$ cat src/rtl/yutorina_bus_master_if.sv
// Requesting end of the shared bus: request, wait for grant, strobe until ready, release.
// Optional access timeout enabled by defining BUS_MASTER_TIMEOUT_EN.
module yutorina_bus_master_if #(
    parameter int ADDR_W  = 30,
    parameter int DATA_W  = 32,
    parameter int TIMEOUT = 255
) (
    input  logic              clk,
    input  logic              rst,
    input  logic              cpu_as,
    input  logic              cpu_rw,
    input  logic [ADDR_W-1:0] cpu_addr,
    input  logic [DATA_W-1:0] cpu_wr_data,
    output logic [DATA_W-1:0] cpu_rd_data,
    output logic              cpu_done,
    output logic              cpu_err,
    output logic              cpu_busy,
    output logic              bus_req_,
    input  logic              bus_grnt_,
    output logic              bus_as_,
    output logic              bus_rw,
    output logic [ADDR_W-1:0] bus_addr,
    output logic [DATA_W-1:0] bus_wr_data,
    input  logic [DATA_W-1:0] bus_rd_data,
    input  logic              bus_rdy_
);

    typedef enum logic [1:0] {IDLE, REQ, ACCESS} state_t;

    state_t            state;
    logic              rw_q;
    logic [ADDR_W-1:0] addr_q;
    logic [DATA_W-1:0] wr_data_q;

`ifdef BUS_MASTER_TIMEOUT_EN
    localparam int CNT_W = $clog2(TIMEOUT + 1);
    logic [CNT_W-1:0] cnt;
`else
    logic [31:0] unused_timeout;
    assign unused_timeout = 32'(TIMEOUT);
    assign cpu_err = 1'b0;
`endif

    assign cpu_busy = (state != IDLE);

    // Bus outputs return to their inactive values whenever the strobe is released.
    always_ff @(posedge clk) begin
        if (rst) begin
            state       <= IDLE;
            rw_q        <= 1'b1;
            addr_q      <= '0;
            wr_data_q   <= '0;
            bus_req_    <= 1'b1;
            bus_as_     <= 1'b1;
            bus_rw      <= 1'b1;
            bus_addr    <= '0;
            bus_wr_data <= '0;
            cpu_rd_data <= '0;
            cpu_done    <= 1'b0;
`ifdef BUS_MASTER_TIMEOUT_EN
            cpu_err     <= 1'b0;
            cnt         <= '0;
`endif
        end else begin
            cpu_done <= 1'b0;
`ifdef BUS_MASTER_TIMEOUT_EN
            cpu_err  <= 1'b0;
`endif
            case (state)
                IDLE: begin
                    if (cpu_as) begin
                        rw_q      <= cpu_rw;
                        addr_q    <= cpu_addr;
                        wr_data_q <= cpu_wr_data;
                        bus_req_  <= 1'b0;
                        state     <= REQ;
                    end
                end
                REQ: begin
                    if (!bus_grnt_) begin
                        bus_as_     <= 1'b0;
                        bus_rw      <= rw_q;
                        bus_addr    <= addr_q;
                        bus_wr_data <= wr_data_q;
                        state       <= ACCESS;
`ifdef BUS_MASTER_TIMEOUT_EN
                        cnt         <= '0;
`endif
                    end
                end
                ACCESS: begin
                    // Ready takes priority over an expiry on the same edge.
                    if (!bus_rdy_) begin
                        if (bus_rw) begin
                            cpu_rd_data <= bus_rd_data;
                        end
                        cpu_done    <= 1'b1;
                        bus_req_    <= 1'b1;
                        bus_as_     <= 1'b1;
                        bus_rw      <= 1'b1;
                        bus_addr    <= '0;
                        bus_wr_data <= '0;
                        state       <= IDLE;
                    end
`ifdef BUS_MASTER_TIMEOUT_EN
                    else if (cnt == CNT_W'(TIMEOUT - 1)) begin
                        cpu_err     <= 1'b1;
                        cpu_rd_data <= '0;
                        bus_req_    <= 1'b1;
                        bus_as_     <= 1'b1;
                        bus_rw      <= 1'b1;
                        bus_addr    <= '0;
                        bus_wr_data <= '0;
                        state       <= IDLE;
                    end else begin
                        cnt <= cnt + 1'b1;
                    end
`endif
                end
                default: state <= IDLE;
            endcase
        end
    end

endmodule

$ cat config.mk
export PLATFORM = sky130hd
export DESIGN_NAME = yutorina_bus_master_if
export DESIGN_NICKNAME = d
export VERILOG_FILES = /design/src/rtl/yutorina_bus_master_if.sv
export SDC_FILE = /design/constraint.sdc
export NUM_CORES = 1
export LEC_CHECK = 0
export ABC_CLOCK_PERIOD_IN_PS = 1400
export BUFFER_PORTS_ARGS = -buffer_cell sky130_fd_sc_hd__clkbuf_2
export CELL_PAD_IN_SITES_DETAIL_PLACEMENT = 0
export CELL_PAD_IN_SITES_GLOBAL_PLACEMENT = 1
export CORE_ASPECT_RATIO = 1.4
export CORE_MARGIN = 2
export CORE_UTILIZATION = 32
export DETAILED_ROUTE_END_ITERATION = 7
export GPL_TIMING_DRIVEN = 0
export PLACE_DENSITY_LB_ADDON = 0.1
export SETUP_SLACK_MARGIN = 0.5
export SLEW_MARGIN = 20
export SYNTH_ARGS = -nofsm -noshare
export SYNTH_HDL_FRONTEND = slang
export SYNTH_SLANG_ARGS = --single-unit
export TNS_END_PERCENT = 30
$ cat constraint.sdc
create_clock -name clk -period 1.4 [get_ports clk]
set_input_delay 0.07 -clock clk [delete_from_list [all_inputs] [get_ports clk]]
set_output_delay 0.07 -clock clk [all_outputs]
set_load 0.01 [all_outputs]
### Word level (Yosys, flattened, before mapping)

Cells that the tools add are included.

* flip-flop bits (word level): 163
* output and inout port bits: 100

* equality and inequality tests: 5
* mux-type cells: 18
* bitwise operators: 2
* reduce and logical (&&, ||, !) cells: 10

Operators by type and width (count)
* $mux W32: 2
* $pmux W32 S2: 1
* $mux W30: 2
* $pmux W30 S2: 1
* $reduce_and A3 Y1: 4
* $mux W2: 3
* $ne A2 B2 Y1 const B: 3
* $pmux W1 S2: 3
* $pmux W2 S3: 1
* $reduce_bool A2 Y1: 3
* $mux W1: 5
* $eq A2 B1 Y1 const B: 1
* $eq A2 B2 Y1 const B: 1
* $logic_not A2 Y1: 1
* $not A1 Y1: 2
* $reduce_and A2 Y1: 1
* $reduce_or A2 Y1: 1

### Depth between registers and ports, before layout

* word-level depth: 3
* gate-level depth with buffers: 6
* gate-level depth less buffers: 3

### Worst setup path before layout

Ideal clock, no wire load.

* path type: flip-flop to flip-flop
* start point: reg state[0]
* end point: reg addr_q[0]
* arrival: 1.293 ns
* data required time: 1.268 ns
* slack: -0.025 ns
* stages on the path, launching flop included: 7
* buffers on the path: 3
* cell sequence: dfxtp_1 > buf_6 > or3b_2 > clkbuf_1 > buf_2 > nand2_1 > a21oi_1

* longest elaborated chain between the ends: 2

Ends and longest elaborated chain
* start: declaration: line 30 `state_t state;`
* start signal: assignment: line 49 `state <= IDLE;`
* start signal: assignment: line 76 `state <= REQ;`
* start signal: assignment: line 85 `state <= ACCESS;`
* $logic_not A2 Y1: line 69 `case (state)`
* $reduce_and A2 Y1 (no line)
* end signal: assignment: line 73 `addr_q <= cpu_addr;`
* end: declaration: line 32 `logic [ADDR_W-1:0] addr_q;`

Every way passes these cells.
A chain may end at the register's enable or synchronous reset.

### Worst setup path in the final report

* start point: reg state[1]
* end point: reg bus_wr_data[6]

* longest elaborated chain between the ends: 3
* elaborated cells between the ends (all ways): 7

Ends and longest elaborated chain
* $eq A2 B1 Y1 or $eq A2 B2 Y1 (tied branches): line 69
* $ne A2 B2 Y1 (no line) or $reduce_bool A2 Y1 (tied branches)
* $reduce_and A3 Y1 (no line)
* end signal: assignment: line 84 `bus_wr_data <= wr_data_q;`
* end: declaration: line 23 `output logic [DATA_W-1:0] bus_wr_data,`

Several ways; a longest one is shown, not always the timed one.

==> run_results.csv <==
group,metric,value,unit
sta,fin_crit_sh,103,%
floorplan,die_area,18400,um^2
sta,rsz0062_at_grt,"true",
sta,worst_pin_slew,0.704,ns
worst_setup_path,path_cells,"buf_8 > buf_6 > a211oi_4 > buf_6 > clkbuf_16 > a22o_2",
worst_setup_path,reg2reg_slack,-0.04,ns
clock_tree,cts_tree,"built",
clock_tree,clock_path_buffers,2,
routing,drtPass1Iterations,4,
routing,drtIter0Drc,228,
routing,antenna_left,0,
synth,ys_top_cells_by_area,"dfxtp_1, nand2_1, a21oi_1",
routing,drc,0,
floorplan,initial_core_util,32.9,%
synth,yosys.cell_types.count,27,
grt,antenna_found_initial,0,
floorplan,num_rows,56,
final_layout,diodes,0,
floorplan,io_pins,200,
routing,vias,5323,
routing,routed_wl,17000,um
power_and_ir_drop,p_leak,4.21,nW
final_layout,stdcell_count,1130,
synth,synth_seq_cells,163,
clock_tree,numCtsBuffers,17,
worst_hold_path,hp-start,"bus_rdy_",
final_layout,nets,1015,
sta,period_needed,1.44,ns
worst_setup_path,timing.rr.start,"state[1]$_SDFFE_PP0P_",
grt,grt_max_degree,17,
place,dp_worst_setup_slack,-0.266,ns
grt,grt_pass1_wl,26200,um
place,dp_cells,985,
sta,fin_ws,-0.0403,ns
synth,postSynthAreaPerCell,9.46,um^2
synth,synth_top_family_by_area,"compound AO/OA/AOI/OAI gates",
worst_hold_path,hold_depth,4,
grt,grt_pass1_vias,5300,
worst_setup_path,slowest_delay,0.37,ns
clock_tree,cts_root_buf,"clkbuf_16",
final_layout,drive_above_1_share,47.7,%
sta,skew,0.00507,ns
worst_setup_path,worstPathMaxFanout,7,
synth,synth_top_cell_by_area,"dfxtp_1",
routing,post_drt_wl_per_cell,15.0,um
worst_setup_path,cp_common_cell,"buf_6",
grt,overflow,0,
run_status,violations,"negative setup slack",
place,place.gp.congestion,0.720,
sta,drv_slew,0,
place,portBuffers,198,
synth,synthXorXnorAreaFrac,0,%
synth,yosys.area.top_type_share,59.0,%
power_and_ir_drop,ir_worst_vdd,0.650,mV
flow_run,maxCapViolations,0,
synth,synth_adder_area_share,0,%
sta,slew_headroom,53.0,%
clock_tree,cts.clk_slew.worst_paths,0.06,ns
worst_setup_path,start_kind,"flip-flop",
floorplan,core,16800,um^2
synth,syn_inst,584,
power_and_ir_drop,power_density,1150,nW/um^2
synth,syn_area,5530,um^2
floorplan,die_x,115,um
worst_setup_path,required,1.77,ns
worst_setup_path,path_class,"flip-flop to flip-flop",
clock_tree,clock_latency,0.42,ns
synth,muxShareOfSynthArea,0,%
place,hpwl,10800,um
worst_setup_path,r2r-end,"bus_wr_data[6]$_SDFFE_PP0P_",
worst_hold_path,hp-class,"primary input to flip-flop",
synth,syn_nets,684,
synth,synth_compound_area_share,20.8,%
worst_hold_path,holdPathEnd,"bus_req_$_SDFFE_PP1P_",
clock_tree,htree_levels,4,
floorplan,chipHeight,159,um
worst_setup_path,slowest_stage,"dfxtp_4",
routing,vias_per_cell,4.71,
sta,setup_viol,107,
clock_tree,cts.sinks,163,
worst_setup_path,cp.arrival,1.81,ns
final_layout,synthToLayoutAreaGrowth,71.5,%
sta,max_freq,694,MHz
grt,grt_util_all_layers,18.1,%
sta,hold_viol,0,
run_status,outcome,"finished, violations left",
power_and_ir_drop,finalPower,10.9,mW
synth,ys.warnings.count,0,
worst_setup_path,r2r_cells,6,
synth,synth_sequential_area_ratio,59.0,%
worst_setup_path,crit_path_end_kind,"flip-flop",
synth,synthSimpleGateAreaFrac,15.0,%
what timing repair did:
action | CTS | global route
buffers inserted | 10 | 0
pin swaps | 66 | 25
endpoints found under the setup margin | 262 | 262
hold endpoints to repair | 98 | 0
hold buffers | 98 | 0
resized for setup | 97 | 195
gates cloned | 0 | 6
worst max-delay path, delay by kind of cell, from the launching register on:
kind            cells  cell delay (ns)
buf+inv             4             0.62
compound gates      2             0.40
flops               1             0.37
flip-flops by register name, indices dropped and copies added (netlist names):
name	flops
bus_wr_data	32
cpu_rd_data	32
wr_data_q	32
addr_q	30
bus_addr	30
state	2
bus_as_	1
bus_req_	1
bus_rw	1
cpu_done	1
rw_q	1
Yosys cell counts:
| cell | number |
|---|---|
| a211o_1 | 1 |
| a211oi_1 | 1 |
| a211oi_4 | 1 |
| a21oi_1 | 96 |
| a22o_1 | 14 |
| a22o_2 | 48 |
| a22oi_1 | 1 |
| a31oi_1 | 1 |
| and4bb_2 | 1 |
| buf_2 | 14 |
| buf_4 | 5 |
| buf_6 | 7 |
| clkbuf_1 | 22 |
| conb_1 | 1 |
| dfxtp_1 | 163 |
| inv_1 | 3 |
| nand2_1 | 189 |
| nand2b_1 | 2 |
| nand4bb_1 | 1 |
| nor2_1 | 5 |
| nor3_4 | 1 |
| nor3b_1 | 1 |
| nor3b_4 | 1 |
| nor4b_1 | 1 |
| o21bai_1 | 2 |
| or2_2 | 1 |
| or3b_2 | 1 |
metal layers:
metal | up-vias | track usage, % | wire length (um)
met1 | 2506 | 20.4 | 6850
met2 | 146 | 31.7 | 8880
li1 | 2653 | - | -
met4 | 0 | 7.12 | 283
met3 | 18 | 4.95 | 937
met5 | - | 0 | 0
where the power goes:
group / internal, mW / switching (mW) / leakage, nW / total [mW]
Combinational: 0.734 / 0.601 / 2.58 / 1.34
Clock: 2.80 / 1.86 / 0.283 / 4.67
Sequential: 4.81 / 0.103 / 1.34 / 4.91
Total: 8.35 / 2.57 / 4.21 / 10.9
layout make-up:
type	count	area (um^2)
buffer	48	474
clock buffer	19	433
clock inverter	12	159
fill	1509	7340
inverter	3	11.3
multi-input combinational	370	2360
sequential	163	3320
tap	203	254
timing repair buffer	312	2470
worst max path at each step:
| stage | from | endpoint | slack (ns) | cells after the start |
|---|---|---|---|---|
| finish | state[1]$_SDFFE_PP0P_ | bus_wr_data[6]$_SDFFE_PP0P_ | -0.04 | 6 |
| global route | state[1]$_SDFFE_PP0P_ | addr_q[16]$_SDFFE_PP0P_ | -0.10 | 6 |
| CTS | state[1]$_SDFFE_PP0P_ | addr_q[24]$_SDFFE_PP0P_ | -0.02 | 6 |
| detailed placement | state[1]$_SDFFE_PP0P_ | bus_rw$_SDFFE_PP1P_ | -0.27 | 4 |
| global placement | state[1]$_SDFFE_PP0P_ | bus_rw$_SDFFE_PP1P_ | -0.28 | 4 |
| floorplan | state[0]$_SDFFE_PP0P_ | bus_rw$_SDFFE_PP1P_ | 0.07 | 5 |
kinds of logic (layout without fill, tap and decap cells):
| family | after synthesis | in the layout |
|---|---|---|
| simple gates | 204 | 204 |
| compound gates | 165 | 165 |
| flops | 163 | 163 |
| buf+inv | 51 | 394 |
| other cells | 1 | 1 |
cells in the final DEF, fill, tap and decap left out, types with 20 or more instances in the layout:
master,n
a21oi_1,76
a21oi_2,20
a22o_2,35
buf_6,46
clkbuf_16,23
clkbuf_2,146
dfxtp_1,121
dfxtp_2,41
dlygate4sd3_1,98
nand2_1,147
nand2_2,29
stage by stage:
stage	setup TNS, ns	instance area, um^2	hold WS, ns	util, %
floorplan	0	5590	0.149	-
global placement	-27.39	6830	0.275	40.6
detailed placement	-29.34	6830	0.287	40.6
CTS	-0.576	8780	0.0126	52.2
global route	-8.41	9480	0.0775	56.4
finish	-1.58	9480	0.0322	56.4
Note: power is estimated with default switching activity, not from simulation.
